$ cat config.mk
export PLATFORM = sky130hd
export DESIGN_NAME = boot_loader
export DESIGN_NICKNAME = d
export VERILOG_FILES = /design/src/rtl/boot_loader.sv
export SDC_FILE = /design/constraint.sdc
export NUM_CORES = 1
export LEC_CHECK = 0
export BUFFER_PORTS_ARGS = -buffer_cell sky130_fd_sc_hd__buf_2
export CORE_UTILIZATION = 62
export CTS_CLUSTER_DIAMETER = 120
export DETAILED_ROUTE_END_ITERATION = 8
export PLACE_DENSITY = 0.92
export SLEW_MARGIN = 20
export SYNTH_ARGS = -nofsm -noshare
export SYNTH_HDL_FRONTEND = slang
export SYNTH_SLANG_ARGS = --single-unit
export TNS_END_PERCENT = 50
$ cat constraint.sdc
create_clock -name clk -period 8.5 [get_ports clk]
set_clock_uncertainty 0.15 [all_clocks]
set_input_delay 0 -clock clk [delete_from_list [all_inputs] [get_ports clk]]
set_output_delay 0 -clock clk [all_outputs]
set_load 0.02 [all_outputs]
$ cat src/rtl/boot_loader.sv
// Byte-stream boot loader: sync, length, data words into RAM, checksum,
// then releases the core from reset once the image is verified.
module boot_loader #(
    parameter int ADDR_W    = 16,
    parameter int BASE_ADDR = 0,
    parameter int MAX_WORDS = 4096
) (
    input  logic              clk,
    input  logic              rst_n,
    input  logic [7:0]        rx_data,
    input  logic              rx_valid,
    output logic              rx_ready,
    output logic              mem_we,
    output logic [ADDR_W-1:0] mem_addr,
    output logic [31:0]       mem_wdata,
    output logic              core_rst_n,
    output logic              done,
    output logic [1:0]        err_code,
    output logic [15:0]       words_written
);

    typedef enum logic [2:0] {
        SYNC, LEN, DATA, CSUM, DONE, ERROR
    } state_t;

    localparam logic [ADDR_W-1:0] BASE = ADDR_W'(BASE_ADDR);

    state_t            state;
    logic [1:0]        bcnt;
    logic [23:0]       sbuf;
    logic [31:0]       nwords;
    logic [31:0]       wcnt;
    logic [7:0]        sum;
    logic [ADDR_W-1:0] waddr;
    logic              fire;
    logic [31:0]       word;

    assign fire = rx_valid && rx_ready;
    // Shift buffer holds the first three bytes; the current byte completes the word.
    assign word = {rx_data, sbuf};

    always_ff @(posedge clk) begin
        if (!rst_n) begin
            state         <= SYNC;
            rx_ready      <= 1'b0;
            mem_we        <= 1'b0;
            mem_addr      <= BASE;
            mem_wdata     <= 32'd0;
            core_rst_n    <= 1'b0;
            done          <= 1'b0;
            err_code      <= 2'b00;
            words_written <= 16'd0;
            bcnt          <= 2'd0;
            sbuf          <= 24'd0;
            nwords        <= 32'd0;
            wcnt          <= 32'd0;
            sum           <= 8'd0;
            waddr         <= BASE;
        end else begin
            mem_we <= 1'b0;
            if (mem_we && words_written != 16'hFFFF)
                words_written <= words_written + 16'd1;
            if (state inside {SYNC, LEN, DATA, CSUM})
                rx_ready <= 1'b1;
            if (fire) begin
                unique case (state)
                    SYNC: begin
                        if (rx_data == 8'hA5)
                            state <= LEN;
                    end
                    LEN: begin
                        bcnt <= bcnt + 2'd1;
                        sbuf <= {rx_data, sbuf[23:8]};
                        if (bcnt == 2'd3) begin
                            nwords <= word;
                            if (word > 32'(MAX_WORDS)) begin
                                state    <= ERROR;
                                err_code <= 2'b01;
                                rx_ready <= 1'b0;
                            end else if (word == 32'd0) begin
                                state <= CSUM;
                            end else begin
                                state <= DATA;
                            end
                        end
                    end
                    DATA: begin
                        bcnt <= bcnt + 2'd1;
                        sbuf <= {rx_data, sbuf[23:8]};
                        sum  <= sum + rx_data;
                        if (bcnt == 2'd3) begin
                            mem_we    <= 1'b1;
                            mem_wdata <= word;
                            mem_addr  <= waddr;
                            waddr     <= waddr + ADDR_W'(4);
                            wcnt      <= wcnt + 32'd1;
                            if (wcnt + 32'd1 == nwords)
                                state <= CSUM;
                        end
                    end
                    CSUM: begin
                        rx_ready <= 1'b0;
                        if (rx_data == sum) begin
                            state      <= DONE;
                            done       <= 1'b1;
                            core_rst_n <= 1'b1;
                        end else begin
                            state    <= ERROR;
                            err_code <= 2'b10;
                        end
                    end
                    default: ;
                endcase
            end
        end
    end

endmodule

-- Word level (Yosys, flattened, before mapping)
Cells that the tools add are included.
- register bits: 186
- output and inout bits: 70
- bits of input ports: 11
- word-level logic and storage cells: 67
- reductions and logical operators: 15
- $lt $le $gt $ge: 1
- eq/ne operators: 14
- $add $sub $neg: 5
- multiplexer cells: 18
- operators with widths (cell ; number):
    $add A32 B1 Y32 const B ; 1
    $eq A32 B32 Y1 ; 1
    $gt A32 B13 Y1 const B ; 1
    $logic_not A32 Y1 ; 1
    $add A16 B1 Y16 const B ; 1
    $add A16 B3 Y16 const B ; 1
    $ne A16 B16 Y1 const B ; 1
    $mux W3 ; 5
    $pmux W3 S4 ; 1
    $reduce_and A3 Y1 ; 4
    $ne A2 B1 Y1 const B ; 5
    $add A8 B8 Y8 ; 1
    $eq A8 B8 Y1 ; 1
    $eq A8 B8 Y1 const B ; 1
    $mux W1 ; 7
    $eq A3 B2 Y1 const B ; 2
    $mux W2 ; 3
    $reduce_and A6 Y1 ; 1
    $reduce_and A5 Y1 ; 1
    $pmux W2 S2 ; 1
    $reduce_and A2 Y1 ; 2
    $reduce_bool A4 Y1 ; 1
    $eq A3 B1 Y1 const B ; 1
    $logic_not A3 Y1 ; 1
    other kinds (7) ; 8

-- Logic depth before layout (Yosys ltp)
Gate-level depths: netlist of the first run.
- depth in word-level cells: 7
- depth in mapped cells: 10
- mapped depth without buffers: 10

-- Worst setup path after synthesis of the first run
No wires, ideal clock.
- path kind: flip-flop to flip-flop
- start point: reg wcnt[0]
- end point: reg state[0]
- cell stages (with the launch flop): 11
- slack: 5.695 ns
- arrival: 2.585 ns
- path buffers: 2
- clock period less this slack: 2.805 ns
- required time: 8.280 ns
- path through: dfxtp_1 ha_1 buf_2 nand3_2 or4_4 buf_6 or4_1 a32o_1 nor4_2 nand4_1 a21oi_1
- longest elaborated chain between the ends: 4
- ends and longest elaborated chain (item ; line ; text):
    start, declared ; 32 ; logic [31:0] wcnt;
    start signal, assigned ; 96 ; wcnt <= wcnt + 32'd1;
    $add A32 B1 Y32 ; 97 ; if (wcnt + 32'd1 == nwords)
    $eq A32 B32 Y1 ; 97 ;
    $ne A2 B1 Y1 (no source line) ; n/a ;
    $reduce_and A6 Y1 (no source line) ; n/a ;
    end signal, assigned ; 98 ; state <= CSUM;
    end signal, assigned ; 104 ; state <= DONE;
    end signal, assigned ; 108 ; state <= ERROR;
    end, declared ; 28 ; state_t state;
Every way passes these cells.
A chain may end at the register's enable or synchronous reset.

-- Worst setup path after layout of the first run
- start point: reg state[2]
- end point: reg wcnt[30]
- longest elaborated chain between the ends: 2
- ends and longest elaborated chain (item ; line ; text):
    start signal, assigned ; 44 ; state <= SYNC;
    start signal, assigned ; 69 ; state <= LEN;
    start signal, assigned ; 77 ; state <= ERROR;
    $eq A3 B2 Y1 ; 66 ; unique case (state)
    $reduce_and A3 Y1 (no source line) ; n/a ;
Every way passes these cells.

==> impl_metrics.env, run 1 <==
export IMPL_path_clk_slew_ps=70
export IMPL_crit_fanout=55
export IMPL_required_ps=8710
export IMPL_synth_cell_type_count=62
export IMPL_register_area_um2=3643
export IMPL_hold_viol=0
export IMPL_post_cts_resized=0
export IMPL_synth_seq_area_share=0.4112
export IMPL_rows=43
export IMPL_drv_slew=0
export IMPL_synth_edf_count=0
export IMPL_placement_cell_area_um2=9239
export IMPL_die_area_um2=14770
export IMPL_initial_core_util=0.6359
export IMPL_crit_path_frequent_cell="nor3_1"
export IMPL_period_share=0.3724
export IMPL_viasPerCell=5.925
export IMPL_status="finished clean"
export IMPL_ff2ff_path_depth=7
export IMPL_first_pass_iters=6
export IMPL_synth_common_cells="nand2_1, dfxtp_1, a21boi_0"
export IMPL_dieHeight_um=121.6
export IMPL_nNetsFinal=1140
export IMPL_overflow=0
export IMPL_gp_congestion=0.9263
export IMPL_postRouteAntennaNets=0
export IMPL_yosysTopAreaCell="dfxtp_1"
export IMPL_synthCells=1077
export IMPL_drv_cap=0
export IMPL_setup_slack_ps=5335
export IMPL_fin_total_pwr_mw=1.690
export IMPL_ys_top_cells_by_area="dfxtp_1, nand2_1, a21boi_0"
export IMPL_antenna_found_initial=0
export IMPL_ys_flop_type="dfxtp_1"
export IMPL_cts_tree="done"
export IMPL_port_buffers=78
export IMPL_clock_latency_ps=430
export IMPL_root_buffer="clkbuf_16"
export IMPL_critical_path_arrival_ps=3380
export IMPL_worst_pin_slew_ps=1087
export IMPL_coreArea_um2=13930
export IMPL_cts_buffers=17
export IMPL_numClockSinks=182
export IMPL_async_flop_share=0
export IMPL_fp_dieW_um=121.6
export IMPL_ios=81
export IMPL_antenna_cells=0
export IMPL_worst_path_max_delay_cell="nand2_2"
export IMPL_critPathKind="flop to flop"
export IMPL_endpoint="wcnt[30]"
export IMPL_max_vdd_ir_drop_v=0.0001583
export IMPL_yosysWarnings=0
export IMPL_yosysTopAreaCellShare=0.4112
export IMPL_wirelength_um=21980
export IMPL_avgSynthCellArea_um2=8.227
export IMPL_rr_startpoint="state[2]"
export IMPL_p_per_area_nw_per_um2=170.1
export IMPL_drc=0
export IMPL_drive_gt1_frac=0.1115
export IMPL_clock_path_buffers=2
export IMPL_dr_total_vias=7762
export IMPL_ys_ff_latch=182
export IMPL_end_kind="flop"
export IMPL_nFillCells=981
export IMPL_synth_most_common_cell="nand2_1"
export IMPL_setup_worst_path_start="state[2]"
export IMPL_dp_hpwl_um=14510
export IMPL_setup_viol=0
export IMPL_design_area_um2=9936
export IMPL_htreeDepth=4
export IMPL_leakage_nw=3.696
export IMPL_dp_slack_ps=5392
export IMPL_timing_rr_end="wcnt[30]"
export IMPL_grt_usage=0.3058
export IMPL_hold_path_class="input port to flop"
export IMPL_cp_start_kind="flop"
export IMPL_fin_hold_ws_ps=1.584
export IMPL_cpPeakStageDelay_ps=780
export IMPL_grt_max_degree=95
export IMPL_multi_input_area_um2=4882
export IMPL_fin_crit_ps=3165
export IMPL_crit_chain="nand2b_1 > nor3_1 > nand2_2 > nor3_1 > nand2_1 > xor2_1 > nor2b_1"
export IMPL_slew_headroom=0.2730
export IMPL_rrSetupSlack_ps=5330
export IMPL_grt_pass1_wl_um=35710
export IMPL_syn_area_um2=8861
export IMPL_fin_setup_tns_ps=0
export IMPL_rsz0062_at_grt="no"
export IMPL_grt_pass1_vias=7298
export IMPL_clock_fmax_ghz=0.3159
export IMPL_syn_to_final_growth_pct=12.13
export IMPL_routedWlPerCell_um=16.78
export IMPL_drt_iter0_markers=818
==> layout make-up <==
type,instances,share of cell area
tap,180,0.02267
timing repair buffer,92,0.05239
inverter,17,0.006422
multi-input combinational,807,0.4914
clock inverter,11,0.01410
sequential,182,0.3667
clock buffer,21,0.04634
==> critical path, delay by kind of cell (launching register included) <==
family           cells  cell delay (ps)
flip-flops           1              400
AND/OR/NAND/NOR      6             2350
XOR/XNOR             1              150
==> sequential cells by signal, indices dropped and copies added, names as in the netlist <==
register / flops
bcnt: 2
done: 1
err_code: 2
mem_addr: 14
mem_wdata: 32
mem_we: 1
nwords: 32
rx_ready: 1
sbuf: 24
state: 3
sum: 8
waddr: 14
wcnt: 32
words_written: 16
==> cell usage in the layout (no fill, tap or decap), drive strengths merged, types with 17 or more instances in the layout <==
| cell type | instances |
|---|---|
| and3 | 17 |
| buf | 83 |
| xnor2 | 59 |
| nor3 | 17 |
| nand3 | 28 |
| nand2 | 259 |
| clkbuf | 21 |
| dfxtp | 182 |
| o21ai | 18 |
| inv | 21 |
| a21boi | 118 |
| and2 | 53 |
| nand4 | 30 |
| nor4 | 21 |
| nor2 | 29 |
| xor2 | 36 |
==> layer usage <==
| metal | track usage | vias to the layer above | share of wire |
|---|---|---|---|
| met2 | 0.4787 | 321 | 0.47 |
| met4 | 0.1389 | 0 | 0.028 |
| li1 | - | 3738 | - |
| met1 | 0.4096 | 3643 | 0.43 |
| met5 | 0 | - | 0 |
| met3 | 0.05665 | 60 | 0.074 |
==> power by group <==
group | total [mW] | leakage, nW | internal (mW) | switching [mW]
Clock | 0.799 | 0.296 | 0.456 | 0.343
Sequential | 0.853 | 1.47 | 0.853 | 0.000402
Combinational | 0.0378 | 1.93 | 0.0158 | 0.0221
==> cell families (layout without fill, tap and decap cells) <==
logic type / after synthesis / after routing / synth area share
XOR/XNOR: 95 / 95 / 0.09390
multiplexers: 1 / 1 / 0.001130
adder cells (fa/ha/maj): 12 / 12 / 0.01779
flip-flops: 182 / 182 / 0.4112
AO/OA/AOI/OAI: 191 / 191 / 0.1583
AND/OR/NAND/NOR: 506 / 506 / 0.2766
buffers and inverters: 89 / 141 / 0.04067
other: 1 / 2 / 0.0004232
==> worst min-delay path by stage <==
stage / start / depth (start not counted) / slack [ps] / to
after floorplan: rx_data[0] / 2 / -5 / mem_wdata[24]
after global placement: rx_valid / 3 / 160 / done
after detailed placement: rx_valid / 3 / 190 / done
after CTS: rst_n / 2 / 4 / words_written[1]
after global routing: rst_n / 2 / 40 / words_written[1]
final: rst_n / 2 / 2 / sbuf[0]
==> metrics by stage <==
step | util | std cells
final | 0.7130 | 1310
after global placement | 0.6630 | 1269
after global routing | 0.7130 | 1310
after detailed placement | 0.6630 | 1269
after floorplan | - | 1078
after CTS | 0.7126 | 1310
==> repair_timing <==
item,4_1_cts,5_1_grt
endpoints found under the hold margin,26,0
hold buffers,9,0
setup buffers,0,0
(Power assumes the default switching activity.)
==> run 2, diff against run 1 <==
--- a/config.mk
+++ b/config.mk
@@ -6,10 +6,10 @@
 export NUM_CORES = 1
 export LEC_CHECK = 0
 export BUFFER_PORTS_ARGS = -buffer_cell sky130_fd_sc_hd__buf_2
-export CORE_UTILIZATION = 62
+export CORE_UTILIZATION = 54
 export CTS_CLUSTER_DIAMETER = 120
 export DETAILED_ROUTE_END_ITERATION = 8
-export PLACE_DENSITY = 0.92
+export PLACE_DENSITY = 0.85
 export SLEW_MARGIN = 20
 export SYNTH_ARGS = -nofsm -noshare
 export SYNTH_HDL_FRONTEND = slang
==> constraint.sdc (replaced) <==
create_clock -name clk -period 2.73 [get_ports clk]
set_clock_uncertainty 0.15 [all_clocks]
set_input_delay 0 -clock clk [delete_from_list [all_inputs] [get_ports clk]]
set_output_delay 0 -clock clk [all_outputs]
set_load 0.02 [all_outputs]
==> run 2 against run 1 <==
Setup slack got worse by 5200 ps. Global-route usage decreased by 3.6 points. Maximum frequency increased by 22%. Clock-buffer cell count decreased by 2. Combinational power increased to 3.3 times the previous value. Hold slack improved by 270 ps. Die area increased by 15%. Register-to-register slack got worse by 5200 ps. First-iteration DRC count decreased by 34%. Cell area increased by 3.7%. Total power increased to 3.2 times the previous value. Sequential power increased to 3.1 times the previous value. Largest cell class unchanged. Highest routed layer unchanged.
==> impl_metrics.env, run 2 (synthesis gave the netlist of run 1 again) <==
export IMPL_die_area_um2=16930
export IMPL_antenna_found_initial=0
export IMPL_critical_path_arrival_ps=2800
export IMPL_coreArea_um2=15940
export IMPL_ios=81
export IMPL_worst_path_max_delay_cell="or4_4"
export IMPL_instances_no_fill=1379
export IMPL_drv_slew=0
export IMPL_dr_total_vias=7877
export IMPL_first_pass_iters=5
export IMPL_drt_iter0_markers=541
export IMPL_crit_chain="nand3_1 > or4_4 > or4_1 > a32o_1 > nor4_2 > nand4_1 > a21oi_1"
export IMPL_drive_gt1_frac=0.1419
export IMPL_root_buffer="clkbuf_16"
export IMPL_fin_crit_ps=2594
export IMPL_nFillCells=1321
export IMPL_grt_usage=0.2699
export IMPL_clock_fmax_ghz=0.3855
export IMPL_dp_slack_ps=67.32
export IMPL_rows=46
export IMPL_grt_pass1_wl_um=35910
export IMPL_slew_headroom=0.4232
export IMPL_cpPeakStageDelay_ps=630
export IMPL_cts_tree="done"
export IMPL_antenna_cells=0
export IMPL_initial_core_util=0.5558
export IMPL_hold_path_class="input port to flop"
export IMPL_dieHeight_um=130.1
export IMPL_fin_setup_tns_ps=0
export IMPL_final_common_cell="nand2_1"
export IMPL_cp_start_kind="flop"
export IMPL_placed_cells=1337
export IMPL_status="finished clean"
export IMPL_dp_hpwl_um=15140
export IMPL_clock_latency_ps=430
export IMPL_critPathKind="flop to flop"
export IMPL_grt_pass1_vias=7264
export IMPL_critPathBufInv=0
export IMPL_hold_viol=0
export IMPL_overflow=0
export IMPL_postRouteAntennaNets=0
export IMPL_fp_dieW_um=130.1
export IMPL_port_buffers=78
export IMPL_crit_fanout=9
export IMPL_rsz0062_at_grt="no"
export IMPL_worst_pin_slew_ps=863.1
export IMPL_placement_cell_area_um2=9550
export IMPL_clock_path_buffers=2
export IMPL_period_share=0.9502
export IMPL_path_clk_slew_ps=70
export IMPL_syn_to_final_growth_pct=16.32
export IMPL_design_area_um2=10310
export IMPL_gp_congestion=0.9720
export IMPL_max_vdd_ir_drop_v=0.0005809
export IMPL_leakage_nw=3.890
export IMPL_cts_buffers=17
export IMPL_required_ps=2940
export IMPL_htreeDepth=4
export IMPL_end_kind="flop"
export IMPL_wirelength_um=22090
export IMPL_path_delay_family="simple AND/OR/NAND/NOR gates"
export IMPL_grt_max_degree=82
export IMPL_drv_cap=0
export IMPL_setup_viol=0
export IMPL_p_per_area_nw_per_um2=525.2
export IMPL_nNetsFinal=1173
export IMPL_final_cell_mix="nand2_1, dfxtp_1, a21boi_0, buf_2, xnor2_1"
export IMPL_numClockSinks=182
export IMPL_reg_top3="mem_wdata (32), nwords (32), wcnt (32)"
export IMPL_rrSetupSlack_ps=140
export IMPL_drc=0
export IMPL_routedWlPerCell_um=16.02
export IMPL_setup_slack_ps=136.1
export IMPL_viasPerCell=5.712
[run 2: changes by cell type in the layout (fill, tap and decap cells not counted), sizes merged]
| cell | before | now |
|---|---|---|
| buf | 83 | 115 |
| clkinvlp | 0 | 2 |
| clkbuf | 21 | 19 |
| inv | 21 | 23 |
| clkinv | 5 | 2 |
| bufinv | 2 | 3 |
| dlygate4sd3 | 9 | 10 |
[run 2: final cells by class]
class	count	area, um2	share of cell area
sequential	182	3647	0.3538
multi-input combinational	807	4893	0.4748
clock inverter	13	183.9	0.01784
tap	216	270.3	0.02622
inverter	17	63.81	0.006191
timing repair buffer	125	795.8	0.07720
clock buffer	19	452.9	0.04394
[run 2: stage by stage]
step	utilization	hold WS, ps	power, mW
final	0.6465	275.3	5.414
after global routing	0.6465	312.4	5.547
after global placement	0.5990	157.5	2.826
after CTS	0.6453	272.6	5.424
after floorplan	-	-5.082	2.790
after detailed placement	0.5990	173.3	2.826
[run 2: per-layer routing]
| layer | wire [um] | track usage | vias up | share of wire |
|---|---|---|---|---|
| met5 | 0 | 0 | - | 0 |
| met4 | 693 | 0.1176 | 0 | 0.031 |
| met3 | 1351 | 0.04838 | 59 | 0.061 |
| met2 | 10220 | 0.4262 | 250 | 0.46 |
| met1 | 9816 | 0.3618 | 3767 | 0.44 |
| li1 | - | - | 3801 | - |
[run 2: report_power, final]
group	internal (mW)	leakage (nW)	switching, mW	total (mW)
clock network	1.52	0.308	1.11	2.64
registers	2.65	1.47	0.00140	2.66
logic	0.0521	2.12	0.0706	0.123
total	4.23	3.89	1.19	5.41
[run 2: worst reg2reg max path, cell delays in order, from the launching register on]
cell and delay [ps]:
dfxtp_1 420, nand3_1 150, or4_4 630, or4_1 520
a32o_1 270, nor4_2 130, nand4_1 120, a21oi_1 130
[run 2: worst paths after layout]
path	to	from	cells after the start
worst min-delay path	mem_wdata[27]	rx_data[3]	4
worst max-delay path	state[0]	wcnt[11]	7
worst max register to register	state[0]	wcnt[11]	7
worst min register to register	mem_addr[6]	mem_addr[6]	2
[run 2: timing repair]
action | in CTS | in global routing
endpoints found under the hold margin | 66 | 0
hold buffers | 10 | 0
pin swaps | 0 | 2
gates resized for setup | 1 | 6
setup endpoints to repair | 1 | 2
setup buffers | 0 | 0
